**config.mk**
```make
export PLATFORM = sky130hd
export DESIGN_NAME = csr_trap_ctrl
export DESIGN_NICKNAME = d
export VERILOG_FILES = /design/src/rtl/csr_trap_ctrl.sv
export SDC_FILE = /design/constraint.sdc
export NUM_CORES = 1
export LEC_CHECK = 0
export ABC_CLOCK_PERIOD_IN_PS = 3300
export BUFFER_PORTS_ARGS = -buffer_cell sky130_fd_sc_hd__clkbuf_2
export CAP_MARGIN = 20
export CORE_UTILIZATION = 54
export DETAILED_ROUTE_END_ITERATION = 7
export PLACE_DENSITY = 0.94
export SLEW_MARGIN = 20
export SYNTH_ARGS = -nofsm -noshare
export SYNTH_HDL_FRONTEND = slang
export SYNTH_SLANG_ARGS = --single-unit
```
**constraint.sdc**
```tcl
create_clock -name clk -period 3.3 [get_ports clk]
set_clock_uncertainty 0.1 [all_clocks]
set_input_delay 0.33 -clock clk [delete_from_list [all_inputs] [get_ports clk]]
set_output_delay 0.33 -clock clk [all_outputs]
set_load 0.01 [all_outputs]
```
**src/rtl/csr_trap_ctrl.sv**
```systemverilog
// Trap/return sequencer in front of the CSR register file: passes execute-stage CSR
// accesses through when idle and runs the mepc/mcause/mstatus/mtvec sequences for traps and mret.
module csr_trap_ctrl #(
  parameter logic [31:0] IRQ_CAUSE    = 32'h8000_000B,
  parameter logic [31:0] ECALL_CAUSE  = 32'd11,
  parameter logic [31:0] EBREAK_CAUSE = 32'd3
) (
  input  logic        clk,
  input  logic        rst_n,
  input  logic        ecall_i,
  input  logic        ebreak_i,
  input  logic        mret_i,
  input  logic        irq_i,
  input  logic [31:0] inst_addr_i,
  input  logic [11:0] ex_csr_raddr_i,
  input  logic        ex_csr_re_i,
  input  logic [11:0] ex_csr_waddr_i,
  input  logic        ex_csr_we_i,
  input  logic [31:0] ex_csr_wdata_i,
  input  logic [31:0] csr_rdata_i,
  output logic [11:0] csr_raddr_o,
  output logic        csr_re_o,
  output logic [11:0] csr_waddr_o,
  output logic        csr_we_o,
  output logic [31:0] csr_wdata_o,
  output logic        hold_o,
  output logic        jump_o,
  output logic [31:0] jump_addr_o
);

  localparam logic [11:0] CSR_MSTATUS = 12'h300;
  localparam logic [11:0] CSR_MIE     = 12'h304;
  localparam logic [11:0] CSR_MTVEC   = 12'h305;
  localparam logic [11:0] CSR_MEPC    = 12'h341;
  localparam logic [11:0] CSR_MCAUSE  = 12'h342;

  typedef enum logic [3:0] {
    IDLE      = 4'd0,
    T_MEPC    = 4'd1,
    T_MCAUSE  = 4'd2,
    T_MSTATUS = 4'd3,
    T_JUMP    = 4'd4,
    R_EPC     = 4'd5,
    R_RDST    = 4'd6,
    R_WRST    = 4'd7,
    R_JUMP    = 4'd8
  } state_e;

  state_e      state_q, state_d;
  logic [31:0] pc_q, pc_d;
  logic [31:0] cause_q, cause_d;
  logic [31:0] mst_q, mst_d;
  logic [31:0] tvec_q, tvec_d;
  logic [31:0] epc_q, epc_d;
  logic        mie_sh_q, mie_sh_d;
  logic        meie_sh_q, meie_sh_d;
  logic        irq_take_s;

  // An interrupt colliding with an execute-stage CSR write waits one cycle so the write lands first.
  assign irq_take_s = irq_i & mie_sh_q & meie_sh_q & ~ex_csr_we_i;

  // Next-state, latch capture and all CSR-port / pipeline-control outputs.
  always_comb begin
    state_d     = state_q;
    pc_d        = pc_q;
    cause_d     = cause_q;
    mst_d       = mst_q;
    tvec_d      = tvec_q;
    epc_d       = epc_q;
    csr_raddr_o = 12'h000;
    csr_re_o    = 1'b0;
    csr_waddr_o = 12'h000;
    csr_we_o    = 1'b0;
    csr_wdata_o = 32'h0000_0000;
    hold_o      = 1'b1;
    jump_o      = 1'b0;
    jump_addr_o = 32'h0000_0000;
    case (state_q)
      IDLE: begin
        csr_raddr_o = ex_csr_raddr_i;
        csr_re_o    = ex_csr_re_i;
        csr_waddr_o = ex_csr_waddr_i;
        csr_we_o    = ex_csr_we_i;
        csr_wdata_o = ex_csr_wdata_i;
        if (mret_i) begin
          state_d = R_EPC;
          pc_d    = inst_addr_i;
          hold_o  = 1'b1;
        end else if (ecall_i || ebreak_i || irq_take_s) begin
          state_d = T_MEPC;
          pc_d    = inst_addr_i;
          hold_o  = 1'b1;
          if (ecall_i) begin
            cause_d = ECALL_CAUSE;
          end else if (ebreak_i) begin
            cause_d = EBREAK_CAUSE;
          end else begin
            cause_d = IRQ_CAUSE;
          end
        end else begin
          hold_o = 1'b0;
        end
      end
      T_MEPC: begin
        csr_we_o    = 1'b1;
        csr_waddr_o = CSR_MEPC;
        csr_wdata_o = pc_q;
        csr_re_o    = 1'b1;
        csr_raddr_o = CSR_MSTATUS;
        mst_d       = csr_rdata_i;
        state_d     = T_MCAUSE;
      end
      T_MCAUSE: begin
        csr_we_o    = 1'b1;
        csr_waddr_o = CSR_MCAUSE;
        csr_wdata_o = cause_q;
        state_d     = T_MSTATUS;
      end
      T_MSTATUS: begin
        csr_we_o    = 1'b1;
        csr_waddr_o = CSR_MSTATUS;
        csr_wdata_o = {mst_q[31:8], mst_q[3], mst_q[6:4], 1'b0, mst_q[2:0]};
        csr_re_o    = 1'b1;
        csr_raddr_o = CSR_MTVEC;
        tvec_d      = csr_rdata_i;
        state_d     = T_JUMP;
      end
      T_JUMP: begin
        jump_o      = 1'b1;
        jump_addr_o = {tvec_q[31:2], 2'b00};
        state_d     = IDLE;
      end
      R_EPC: begin
        csr_re_o    = 1'b1;
        csr_raddr_o = CSR_MEPC;
        epc_d       = csr_rdata_i;
        state_d     = R_RDST;
      end
      R_RDST: begin
        csr_re_o    = 1'b1;
        csr_raddr_o = CSR_MSTATUS;
        mst_d       = csr_rdata_i;
        state_d     = R_WRST;
      end
      R_WRST: begin
        csr_we_o    = 1'b1;
        csr_waddr_o = CSR_MSTATUS;
        csr_wdata_o = {mst_q[31:8], 1'b1, mst_q[6:4], mst_q[7], mst_q[2:0]};
        state_d     = R_JUMP;
      end
      R_JUMP: begin
        jump_o      = 1'b1;
        jump_addr_o = epc_q;
        state_d     = IDLE;
      end
      default: begin
        state_d = IDLE;
      end
    endcase
  end

  // Shadow enables track every write leaving this block, including the sequencer's own.
  always_comb begin
    mie_sh_d  = mie_sh_q;
    meie_sh_d = meie_sh_q;
    if (csr_we_o && (csr_waddr_o == CSR_MSTATUS)) begin
      mie_sh_d = csr_wdata_o[3];
    end else if (csr_we_o && (csr_waddr_o == CSR_MIE)) begin
      meie_sh_d = csr_wdata_o[11];
    end else begin
      mie_sh_d  = mie_sh_q;
      meie_sh_d = meie_sh_q;
    end
  end

  // State, latches and shadow enables.
  always_ff @(posedge clk or negedge rst_n) begin
    if (!rst_n) begin
      state_q   <= IDLE;
      pc_q      <= 32'h0000_0000;
      cause_q   <= 32'h0000_0000;
      mst_q     <= 32'h0000_0000;
      tvec_q    <= 32'h0000_0000;
      epc_q     <= 32'h0000_0000;
      mie_sh_q  <= 1'b0;
      meie_sh_q <= 1'b0;
    end else begin
      state_q   <= state_d;
      pc_q      <= pc_d;
      cause_q   <= cause_d;
      mst_q     <= mst_d;
      tvec_q    <= tvec_d;
      epc_q     <= epc_d;
      mie_sh_q  <= mie_sh_d;
      meie_sh_q <= meie_sh_d;
    end
  end

endmodule
```
==> run_results.csv <==
group,metric,value,unit
status,outcome,"complete, but fails checks",
status,failed_checks,"design-rule violations",
floorplanning,initial_core_util,55.8,%
timing,period_needed,2.90,ns
grt,antenna_found_initial,0,
floorplanning,rows,39,
logic_synthesis,synth_fp_nets,648,
drt,initialDrtViolationCount,462,
grt,grt_first_pass_wirelength,28.4,mm
run,drv_cap,0,
drt,drc,37,
logic_synthesis,ys_types,46,
timing,setup_viol,0,
timing,setup-tns-final,0,ns
logic_synthesis,ys.flop_type,"dfrtp_1",
timing,hold_viol,0,
logic_synthesis,yosysWarningCount,0,
floorplanning,io_pins,220,
drt,drt_wl_total,17.9,mm
placement,port_buffers,219,
setup_path,slowest_delay,0.59,ns
logic_synthesis,synthAdderAreaFrac,0,%
timing,period_share,88.0,%
placement,dp_hpwl,13.0,mm
cells_and_area,final_nets,862,
pwr,irDropWorstVdd,0.537,mV
cells_and_area,final_cell_mix,"218 x clkbuf_2, 135 x dfrtp_1, 93 x mux2_2",
setup_path,worstSetupEndpointType,"primary output",
logic_synthesis,synth-edff-count,0,
clock_tree,cts_root_buf,"clkbuf_16",
placement,placed_cells_incl_taps,857,
logic_synthesis,synth-seq-cells,135,
setup_path,worstPathRequired,2.87,ns
timing,worst_slew_pin_slew,0.890,ns
drt,wl_per_cell,20.1,um
floorplanning,core_area,11500,um^2
setup_path,setup.worst_path.class,"reg2out",
logic_synthesis,synthMuxAreaShare,23.2,%
cells_and_area,finalNonFillerCells,890,
setup_path,cpLargestDelayFamily,"simple AND/OR/NAND/NOR gates",
logic_synthesis,synth_area,6430,um^2
setup_path,cp.arrival,2.47,ns
timing,rsz0062_at_grt,"false",
timing,max_slew_margin,40.6,%
logic_synthesis,async_reset_ff_share,100,%
cells_and_area,layout-drive-gt1-share,49.5,%
timing,report.final.slew_viol_count,0,
min_path,min_path_type,"in2reg",
setup_path,worstPathCellList,"or2_2 > nor3b_4 > buf_4 > a22o_1 > clkbuf_2",
clock_tree,clock_latency,0.40,ns
clock_tree,cts_max_level,4,
grt,grt_pass1_vias,5254,
drt,via_per_inst,5.88,
cells_and_area,final_common_cell,"clkbuf_2",
setup_path,cp_max_fo,33,
grt,grt_overflow_total,0,
cells_and_area,nFillCells,796,
pwr,p_per_area,1070,nW/um^2
grt,track_usage,30.0,%
placement,gp_congestion,0.954,
timing,hold_slack,0.0395,ns
drt,ant_nets,0,
logic_synthesis,synth_top_family_by_area,"multiplexers",
clock_tree,cts.clk_slew.worst_paths,0.06,ns
logic_synthesis,synth_compound_area_share,11.2,%
clock_tree,cts_resized,0,
floorplanning,die_area,12300,um^2
logic_synthesis,synthSimpleGateAreaFrac,9.77,%
logic_synthesis,ys_seq_area_share,52.5,%
cells_and_area,area_delta_synth_final,28.8,%
logic_synthesis,syn_inst,520,
floorplanning,fp.dieH,111,um
clock_tree,cts_buffers,17,
timing,fmax,345,MHz
floorplanning,die_x,111,um
setup_path,crit_buf_inv,2,
setup_path,slowest_stage,"dfrtp_1",
grt,grt_max_degree,75,
drt,dr.pass1.iters,8,
clock_tree,cts_tree,"yes",
clock_tree,cts_max_path_buffers,2,
cells_and_area,antenna_cells,0,
logic_synthesis,synthXorXnorAreaFrac,0,%
setup_path,start_kind,"register",
pwr,power.leakage,0.00401,uW
drt,num_vias,5231,
logic_synthesis,synth_area_per_cell,12.4,um^2
clock_tree,cts.sinks,135,
==> flip-flops by register name, summed over array words and instances (netlist names) <==
signal     cells
pc_q          32
tvec_q        30
cause_q        3
mst_q         32
meie_sh_q      1
mie_sh_q       1
state_q        4
epc_q         32
==> cells by family after synthesis <==
family / after synthesis
compound gates: 93
buf+inv: 39
flops: 135
mux: 133
simple gates: 120
==> final timing paths <==
check                                     start               to  slack [ns]  cells past startpoint
worst max-delay path                 state_q[0]  jump_addr_o[24]        0.40                      5
worst min-delay path            inst_addr_i[15]         pc_q[15]        0.04                      2
worst max register to register       state_q[2]        epc_q[14]        0.81                      4
worst min register to register          pc_q[3]          pc_q[3]        0.38                      1
max in group asynchronous                 rst_n         mst_q[0]        1.88                      3
min in group asynchronous                 rst_n         pc_q[19]        0.39                      2
==> through the flow <==
stage	cell area, um^2	util (%)	total power (uW)	setup WS, ns
finish	8280	71.9	8880	0.398
global route	8280	71.9	9360	0.253
CTS	8280	71.9	8900	0.395
detailed placement	7670	66.6	7010	0.838
global placement	7670	66.6	6780	0.935
floorplan	6430	-	5600	1.31
==> report_power, final <==
group | switching [uW] | internal, uW | leakage (uW)
Clock | 689 | 1170 | 0.000283
Combinational | 1980 | 1910 | 0.00214
Sequential | 599 | 2520 | 0.00159
Total | 3270 | 5610 | 0.00401
==> repair_timing <==
action                    4_1_cts  5_1_grt
hold buffers                    1        0
hold endpoints to repair       73        0
buffers inserted                0        0
==> metal layers <==
metal	part of all wire (%)	wire, um	vias up	track usage, %
met5	0	0	-	0
met4	2.8	497	0	13.2
met3	6.3	1130	42	6.18
met2	50	8970	260	49.0
met1	41	7280	2609	38.8
li1	-	-	2320	-
==> final cells by class <==
class	count	area (um^2)	area share, %
timing repair buffer	233	1250	15.1
inverter	1	3.75	0.0453
tap	143	179	2.16
clock buffer	22	474	5.73
clock inverter	10	119	1.44
sequential	135	3380	40.8
multi-input combinational	346	2880	34.7
==> synthesized netlist by cell type (2+ instances only) <==
master	number	area [um^2]
dfrtp_1	135	3380
o21a_1	4	30.0
mux2i_1	5	50.1
o21ai_0	7	35.0
nor3_1	3	15.0
clkbuf_1	16	60.1
nor2_1	12	45.0
buf_4	12	90.1
nor2b_1	6	37.5
mux2_2	93	1050
a21oi_1	6	30.0
nor3_2	2	20.0
a22oi_1	31	233
or2_2	4	25.0
buf_2	9	45.0
a22o_1	30	263
or3_1	3	18.8
o21bai_1	3	22.5
a21o_1	2	15.0
o211ai_1	2	15.0
a2111oi_0	2	17.5
mux2_1	35	394
nor3b_1	2	15.0
nand2_1	59	221
and2_1	16	100
(Power assumes the default switching activity.)
